===== src/rtl/lru_victim_select.sv =====
// Victim-way selector for a set-associative cache: round-robin scan of per-way
// LRU flags, a held offer until the fill is acknowledged, and tracker touch strobes.
module lru_victim_select #(
  parameter int WAYS  = 4,
  parameter int IDX_W = $clog2(WAYS)
) (
  input  logic             clk,
  input  logic             rst,
  input  logic [WAYS-1:0]  lru_i,
  input  logic             hit_valid,
  input  logic [IDX_W-1:0] hit_way,
  input  logic             alloc_req,
  output logic             alloc_ready,
  output logic             victim_valid,
  output logic [IDX_W-1:0] victim_way,
  input  logic             victim_ack,
  output logic             trk_en,
  output logic [WAYS-1:0]  trk_active
);

  typedef enum logic [1:0] {
    IDLE  = 2'd0,
    SCAN  = 2'd1,
    OFFER = 2'd2
  } state_t;

  state_t           state_q, state_d;
  logic [IDX_W-1:0] rr_ptr_q, rr_ptr_d;
  logic [IDX_W-1:0] victim_way_q, victim_way_d;
  logic             ack_s;

  // First set LRU flag at or after ptr, wrapping; falls back to ptr when none is set.
  function automatic logic [IDX_W-1:0] find_victim(input logic [WAYS-1:0]  lru,
                                                   input logic [IDX_W-1:0] ptr);
    logic [IDX_W-1:0] idx;
    logic             found;
    find_victim = ptr;
    found       = 1'b0;
    for (int i = 0; i < WAYS; i++) begin
      idx = ptr + IDX_W'(i);
      if (!found && lru[idx]) begin
        find_victim = idx;
        found       = 1'b1;
      end else begin
        found = found;
      end
    end
  endfunction

  assign ack_s = (state_q == OFFER) && victim_ack;

  // State, round-robin pointer and victim registers.
  always_ff @(posedge clk or posedge rst) begin
    if (rst) begin
      state_q      <= IDLE;
      rr_ptr_q     <= '0;
      victim_way_q <= '0;
    end else begin
      state_q      <= state_d;
      rr_ptr_q     <= rr_ptr_d;
      victim_way_q <= victim_way_d;
    end
  end

  // Next-state logic: the victim is captured only in SCAN and frozen through OFFER.
  always_comb begin
    state_d      = state_q;
    rr_ptr_d     = rr_ptr_q;
    victim_way_d = victim_way_q;
    case (state_q)
      IDLE: begin
        if (alloc_req) begin
          state_d = SCAN;
        end else begin
          state_d = IDLE;
        end
      end
      SCAN: begin
        victim_way_d = find_victim(lru_i, rr_ptr_q);
        state_d      = OFFER;
      end
      OFFER: begin
        if (victim_ack) begin
          rr_ptr_d = victim_way_q + IDX_W'(1);
          state_d  = IDLE;
        end else begin
          state_d = OFFER;
        end
      end
      default: begin
        state_d = IDLE;
      end
    endcase
  end

  // Tracker touch: OR of the hit way and the acknowledged victim way.
  always_comb begin
    trk_active = '0;
    if (hit_valid && !rst) begin
      trk_active[hit_way] = 1'b1;
    end else begin
      trk_active = trk_active;
    end
    if (ack_s) begin
      trk_active[victim_way_q] = 1'b1;
    end else begin
      trk_active = trk_active;
    end
    trk_en = |trk_active;
  end

  assign alloc_ready  = (state_q == IDLE);
  assign victim_valid = (state_q == OFFER);
  assign victim_way   = victim_way_q;

endmodule


===== config.mk =====
export PLATFORM = sky130hd
export DESIGN_NAME = lru_victim_select
export DESIGN_NICKNAME = d
export VERILOG_FILES = /design/src/rtl/lru_victim_select.sv
export SDC_FILE = /design/constraint.sdc
export NUM_CORES = 1
export LEC_CHECK = 0
export BUFFER_PORTS_ARGS = -buffer_cell sky130_fd_sc_hd__buf_2
export CORE_AREA = 2 2 39 41
export DETAILED_ROUTE_END_ITERATION = 7
export DIE_AREA = 0 0 41 43
export PLACE_DENSITY = 0.65
export SETUP_SLACK_MARGIN = 0.2
export SLEW_MARGIN = 10
export SYNTH_ARGS = -nofsm -noshare
export SYNTH_HDL_FRONTEND = slang
export SYNTH_SLANG_ARGS = --single-unit

===== constraint.sdc =====
create_clock -name clk -period 3.5 [get_ports clk]
set_input_delay 0.35 -clock clk [delete_from_list [all_inputs] [get_ports clk]]
set_output_delay 0.35 -clock clk [all_outputs]
set_load 0.05 [all_outputs]

[Yosys cells after proc, flatten, opt, wreduce, memory -nomap -nowiden]
Index checks and enable logic that the tools add are counted.
Storage, ports and cells
  flip-flop bits (word level): 6
  logic and storage cells: 58
  input bits: 11
Operators by class
  reduce and logical (&&, ||, !) cells: 14
  equality and inequality tests: 2
  $lt $le $gt $ge: 8
  add/sub/neg operators: 4
  multiplexer cells: 26
  bitwise logic cells: 1
Operator list (count)
  $lt A2 B3 Y1 const B: 6
  $mux W1: 13
  $bmux W1 S2: 4
  $mux W2: 4
  $mux W4: 2
  $logic_and A1 B1 Y1: 7
  $pmux W2 S3: 1
  $add A2 B1 Y2 const B: 2
  $add A2 B2 Y2 const B: 2
  $demux W1 S2: 2
  $ge A2 B1 Y1 const B: 2
  $logic_not A1 Y1: 4
  $or A4 B4 Y4: 1
  $reduce_or A4 Y1: 1
  $eq A2 B1 Y1 const B: 1
  $eq A2 B2 Y1 const B: 1
  $logic_not A2 Y1: 1
  $reduce_and A2 Y1: 1

[Depth between registers and ports, before layout]
Gate-level depths: netlist (run 1).
  depth after elaboration: 15
  depth in mapped cells: 5
  depth with buffers taken out: 5

[Worst setup path before layout (run 1)]
Ideal clock, no wire load.
  path kind: flip-flop to output port
  start point: register victim_way_q[0] (netlist: victim_way[0])
  end point: output trk_en
  arrival: 2523 ps
  path buffers: 0
  slack: 627 ps
  cell stages (with the launch flop): 6
  cell sequence: dfrtp_1 inv_1 ha_1 nand2_1 o21ai_0 or4_1
Between the ends
  cells in the longest elaborated chain, start to end: 7
  elaborated cells on any way between the ends: 8
  classes of those cells: 2 x order compare; 3 x mux; 1 x bitwise; 2 x reduce/logical
Ends and longest elaborated chain
  start: declaration: RTL line 29  | logic [IDX_W-1:0] victim_way_q, victim_way_d;
  start signal: assignment: RTL line 61  | victim_way_q <= victim_way_d;
  $lt A2 B3 Y1 (implied by the code) or $ge A2 B1 Y1 (tied branches): RTL line 105  | trk_active[victim_way_q] = 1'b1;
  $logic_and A1 B1 Y1 (implied by the code): RTL line 105
  $mux W1 (implied by the code): RTL line 105
  $demux W1 S2 (*): RTL line 105
  $or A4 B4 Y4 (no source line) (*)
  $mux W4 (*): RTL line 104  | if (ack_s) begin
  net trk_active[2]: RTL line 18  | output logic [WAYS-1:0] trk_active
  $reduce_or A4 Y1 (*): RTL line 109  | trk_en = |trk_active;
  end: declaration: RTL line 17  | output logic trk_en,
The timed path passes the listed nets; every way through them passes the cells marked *.

[Worst setup path after layout (run 1)]
  start point: register state_q[1]
  end point: output trk_en
Between the ends
  cells in the longest elaborated chain, start to end: 4
Ends and longest elaborated chain
  start: declaration: RTL line 27  | state_t state_q, state_d;
  start signal: assignment: RTL line 59  | state_q <= state_d;
  $eq A2 B2 Y1: RTL line 50  | assign ack_s = (state_q == OFFER) && victim_ack;
  $logic_and A1 B1 Y1: RTL line 50
  $mux W4: RTL line 104
  $reduce_or A4 Y1: RTL line 109
No other way between the ends.

==> results of run 1 <==
## synthesized netlist by cell type, types with 2 or more instances
| cell type | instances |
|---|---|
| a21oi_1 | 2 |
| a22o_1 | 2 |
| dfrtp_1 | 6 |
| ha_1 | 4 |
| inv_1 | 9 |
| nand2_1 | 5 |
| nand2b_1 | 3 |
| nand3_1 | 2 |
| nor2_1 | 2 |
| nor3b_1 | 2 |
| o21ai_0 | 5 |
## kinds of logic after synthesis
logic type      share of synthesized area
buf+inv                            0.0849
flops                               0.329
simple gates                        0.238
fa+ha+maj                           0.110
compound gates                      0.238
## worst paths after layout
check / from / to / cells past startpoint
setup / recovery: state_q[1] / trk_en / 4
hold / removal: rst / state_q[1] / 2
setup reg to reg: rr_ptr_q[0] / victim_way[0] / 4
hold reg to reg: victim_way[0] / victim_way[0] / 2
max in group asynchronous: rst / rr_ptr_q[1] / 2
min in group clk: victim_ack / state_q[1] / 2
## cell usage in the layout, fill, tap and decap left out
cell type,n
dfrtp_1,6
clkbuf_4,3
or2b_1,1
nand2b_1,3
and2_1,1
inv_1,9
ha_1,4
a22oi_1,1
and3b_1,1
o211ai_1,1
a21oi_1,2
a22o_1,2
nor3b_1,2
a221oi_1,1
or4_1,1
o21ai_0,5
buf_2,19
a31oi_1,1
nor2_1,2
o22ai_1,1
o31ai_1,1
a211oi_1,1
o21ai_1,1
nand3_1,2
nor4b_1,1
nand2_1,5
## final cells by class
| cell class | instances | area, sq um | area share |
|---|---|---|---|
| multi-input cells | 40 | 268 | 0.454 |
| flip-flops and latches | 6 | 150 | 0.255 |
| well taps | 16 | 20.0 | 0.0340 |
| clock buffers | 3 | 22.5 | 0.0382 |
| inverters | 9 | 33.8 | 0.0573 |
| repair buffers | 19 | 95.1 | 0.161 |
## routing by layer
layer,vias up,part of all wire,track usage
li1,237,-,-
met1,202,0.41,0.115
met2,17,0.50,0.238
met3,0,0.086,0.0785
met4,0,0,0.0200
met5,-,0,0
## through the flow
step / instances / utilization / power [mW]
after floorplan: 56 / - / 0.353
after detailed placement: 90 / 0.410 / 0.423
after CTS: 93 / 0.426 / 0.492
after global routing: 93 / 0.426 / 0.524
after global placement: 90 / 0.410 / 0.416
final: 93 / 0.426 / 0.485
## power breakdown
part | internal (mW) | total (mW) | switching (mW)
registers | 0.101 | 0.135 | 0.0336
clock network | 0.0389 | 0.0656 | 0.0267
logic | 0.0824 | 0.285 | 0.203
## sequential cells by signal (all words and copies together), names as in the netlist
name / count
state_q: 2
rr_ptr_q: 2
victim_way: 2
==> metrics, run 1 <==
Max Slew Vio Count 0; CTS root buffer clkbuf_4; unrepaired setup endpoints after global routing no; Worst-path clk slew about 50 ps; first-pass GRT wire length 1470 um; # diodes 0; DR vias about 460; sequential cell area fraction in the yosys report 0.329; Overflow after GRT 0; Detailed Route WL 1050 um; buffers and inverters on the worst path 1; Final period util 0.647; cts hold-fix bufs 0; synthesized instance count 56; critical path type reg -> out; Inserted Clock Buffers 3; status finished clean; P per Cell Area 824 nW/um^2; CP Max Fanout 8; die height approximately 43 um; TritonCTS Sinks 6; layout cells sized above 1 0.286; syn_area_per_cell between 8 and 9 sq um; Yosys reg bits 6; register-to-register setup slack around 2400 ps; Tightest Pin Transition 323 ps; Place WS 1470 ps; slew margin rel. 0.784; Wirelength per Cell around 11 um; LEAKAGE ~0.32 nW; top-area cell type share of the netlist area 0.329; Die ar. approximately 1800 sq um; crit path time final about 2300 ps; drc violations 0; Final #Nets between 90 and 100; Synth cell types 25; Worst Clk Skew 10.5 ps; final hold slack 26.2 ps; row count 14; max frequency approximately 440 MHz; top post-synthesis cells by area dfrtp_1, ha_1, inv_1, o21ai_0, nand2_1; maximum vdd drop between 0.0002 and 0.0003 V; cell family with most CP delay simple AND/OR/NAND/NOR gates; H-tree depth 1; fillcell total between 100 and 150; Arrival @ worst endpoint 1920 ps; critical path's slowest cell or4_1; post-route cell area ~600 sq um; Boundary Pins 20; Mapped Nets slightly above 70; PortBufs 19; antenna violations before repair 0; largest net degree at the start of global routing 9; cts repair resizes 0; fin worst setup slack about 1200 ps; antenna viol nets, final 0; Hold Path Class in -> async; Max Cap Violations 0; cell area after synthesis 457 sq um; Post-synth EDFFs 0; DPL Wire Length between 800 and 900 um; Fin. Hold Viols 0; fraction of registers with async set/reset 1.00; endpoint class of the critical path primary output; GRT Util Overall 0.130; setup TNS 0 ps; Main synth FF type dfrtp_1; startpoint types flip-flop; chip width roughly 40 um; Layout area overhead 29.0%; vias in the first global route around 380; DRT iter0 DRCs 16; slowest stage delay, CP 500 ps; core area ~1400 sq um; DR pass1 iterations 4; CP cell instances and3b_1 -> a22o_1 -> or4_1 -> buf_2; Longest Clk Path Bufs 2; worst skew pair latency between 200 and 300 ps; Synth area leader dfrtp_1; post-DR vias/cell 4.90; Yosys Warn Count 0; total setup buffers inserted after CTS 0; initial core utilization 0.330; CTS tree built; setup violators final 0; Cell Area, Placed approximately 570 sq um; RD Place Congestion between 0.7 and 0.8; worst path required time 3150 ps
No activity file was read; power rests on OpenSTA's default activity.
==> run 2, diff against run 1 <==
==> constraint.sdc (replaced) <==
create_clock -name clk -period 2.1 [get_ports clk]
set_input_delay 0.21 -clock clk [delete_from_list [all_inputs] [get_ports clk]]
set_output_delay 0.21 -clock clk [all_outputs]
set_load 0.05 [all_outputs]
==> run 2 against run 1 <==
  * Global-route usage rose by 1.0 points
  * Final cell count rose by 5.4%
  * Core utilization rose by 7.0 points
  * Final area rose by 16%
  * Clock skew rose by 3.8 ps
  * Sequential power rose by 68%
  * Critical endpoint unchanged
  * Largest power group unchanged
  * Highest routed layer unchanged
==> metrics, run 2 (synthesized netlist as in run 1, its figures left out) <==
CTS root buffer clkbuf_4 (unchanged); critical path type reg -> out (unchanged); Worst Clk Skew 14.3 ps (was 10.5 ps); Fin. Hold Viols 0 (unchanged); slew margin rel. 0.729 (was 0.784); area taken by multi-input logic gates 313 sq um (was 268 sq um); worst path required time 1890 ps (was 3150 ps); PortBufs 19 (unchanged); CP Max Fanout 5 (was 8); DRT iter0 DRCs 5 (was 16); setup violators final 0 (unchanged); critical path's slowest cell or4_4 (was or4_1); status finished clean (unchanged); endpoint class of the critical path primary output (unchanged); slowest stage delay, CP 540 ps (was 500 ps); register-to-register setup slack 940 ps (was 2410 ps); commonest non-fill, non-tap cells in the layout buf_2, inv_1, nand2_1 (was buf_2, inv_1, dfrtp_1); row count 14 (unchanged); crit path time final 2030 ps; layout cells sized above 1 0.451 (was 0.286); DPL Wire Length 861 um (was 851 um); Wirelength per Cell 10.5 um (was 11.2 um); initial core utilization 0.330 (unchanged); GRT Util Overall 0.141 (was 0.130); CTS tree built (unchanged); Max Cap Violations 0 (unchanged); first-pass GRT wire length 1620 um (was 1470 um); LEAKAGE 0.353 nW (was 0.319 nW); H-tree depth 1 (unchanged); P per Cell Area 1330 nW/um^2 (was 824 nW/um^2); Inserted Clock Buffers 3 (unchanged); largest net degree at the start of global routing 8 (was 9); RD Place Congestion 0.838 (was 0.780); core area 1380 sq um (unchanged); Hold Path Class in -> reg (was in -> async); maximum vdd drop 0.000485 V (was 0.000265 V); setup TNS 0 ps (unchanged); max frequency between 400 and 500 MHz; Overflow after GRT 0 (unchanged); Final period util 0.966; Boundary Pins 20 (unchanged); Layout area overhead 50.1% (was 29.0%); Die ar. 1760 sq um (unchanged); antenna viol nets, final 0 (unchanged); Final #Nets 98 (was 94); Longest Clk Path Bufs 2 (unchanged); CP cell instances and3b_2 -> a22o_4 -> or4_4 -> buf_8 (was and3b_1 -> a22o_1 -> or4_1 -> buf_2); worst skew pair latency 250 ps (about the same); Detailed Route WL 1030 um (was 1050 um); unrepaired setup endpoints after global routing yes (was no); Arrival @ worst endpoint 1820 ps (was 1920 ps); # diodes 0 (unchanged); vias in the first global route 410 (was 381); startpoint types flip-flop (unchanged); Worst-path clk slew 50 ps (about the same); commonest non-fill, non-tap cell in the layout buf_2 (unchanged); die height 43 um (unchanged); Tightest Pin Transition 405 ps (was 323 ps); TritonCTS Sinks 6 (unchanged); DR pass1 iterations 5 (was 4); Reg area 153 sq um (was 150 sq um); drc violations 0 (unchanged); Final Util 0.495 (was 0.426); Max Slew Vio Count 0 (unchanged); fillcell total 143 (was 139); post-DR vias/cell 4.93 (was 4.90); chip width 41 um (unchanged); DR vias 483 (was 456); antenna violations before repair 0 (unchanged)
-- run 2: worst paths after layout --
kind,from,to,cells past startpoint
min in group asynchronous,rst,state_q[1],3
min reg2reg,victim_way[0],victim_way[0],2
min,alloc_req,state_q[0],2
max,state_q[1],trk_en,4
max in group asynchronous,rst,victim_way[1],3
max reg2reg,state_q[1],victim_way[0],3
-- run 2: layout make-up --
type / instances / area share
Inverter: 9 / 0.0529
Sequential cell: 6 / 0.223
Tap cell: 16 / 0.0292
Multi-Input combinational cell: 40 / 0.456
Timing Repair Buffer: 23 / 0.201
Clock buffer: 4 / 0.0383
-- run 2: through the flow --
step | hold slack (ps) | instance area, sq um | cells | power (mW) | setup slack [ps]
3_5_place_dp | 162 | 601 | 90 | 0.734 | 214
6_report | 179 | 686 | 98 | 0.913 | 70.4
5_1_grt | 178 | 686 | 98 | 0.991 | 18.5
3_3_place_gp | 158 | 601 | 90 | 0.726 | 248
4_1_cts | 171 | 686 | 98 | 0.926 | 71.1
2_1_floorplan | 9.26 | 490 | 56 | 0.621 | 138
-- run 2: critical path: cells and delay by family, from the launching register on --
| family | cells | cell delay, ps |
|---|---|---|
| buffers and inverters | 1 | 170 |
| AO/OA/AOI/OAI | 1 | 250 |
| flip-flops | 1 | 370 |
| AND/OR/NAND/NOR | 2 | 780 |
-- run 2: report_power, final --
part | switching (mW) | internal [mW] | total (mW)
logic | 0.367 | 0.204 | 0.570
clock network | 0.0438 | 0.0721 | 0.116
registers | 0.0554 | 0.171 | 0.227
total | 0.466 | 0.447 | 0.913
-- run 2: repair_timing --
action / CTS / global route
pin swaps: 2 / 0
hold buffers: 1 / 0
setup endpoints to repair: 1 / 1
endpoints found under the hold margin: 6 / 0
gates resized for setup: 7 / 0
buffers inserted: 3 / 0
-- run 2: routing by layer --
layer,track usage,part of all wire
met5,0,0
met4,0.0400,0
met3,0.0628,0.065
met2,0.247,0.54
met1,0.138,0.39
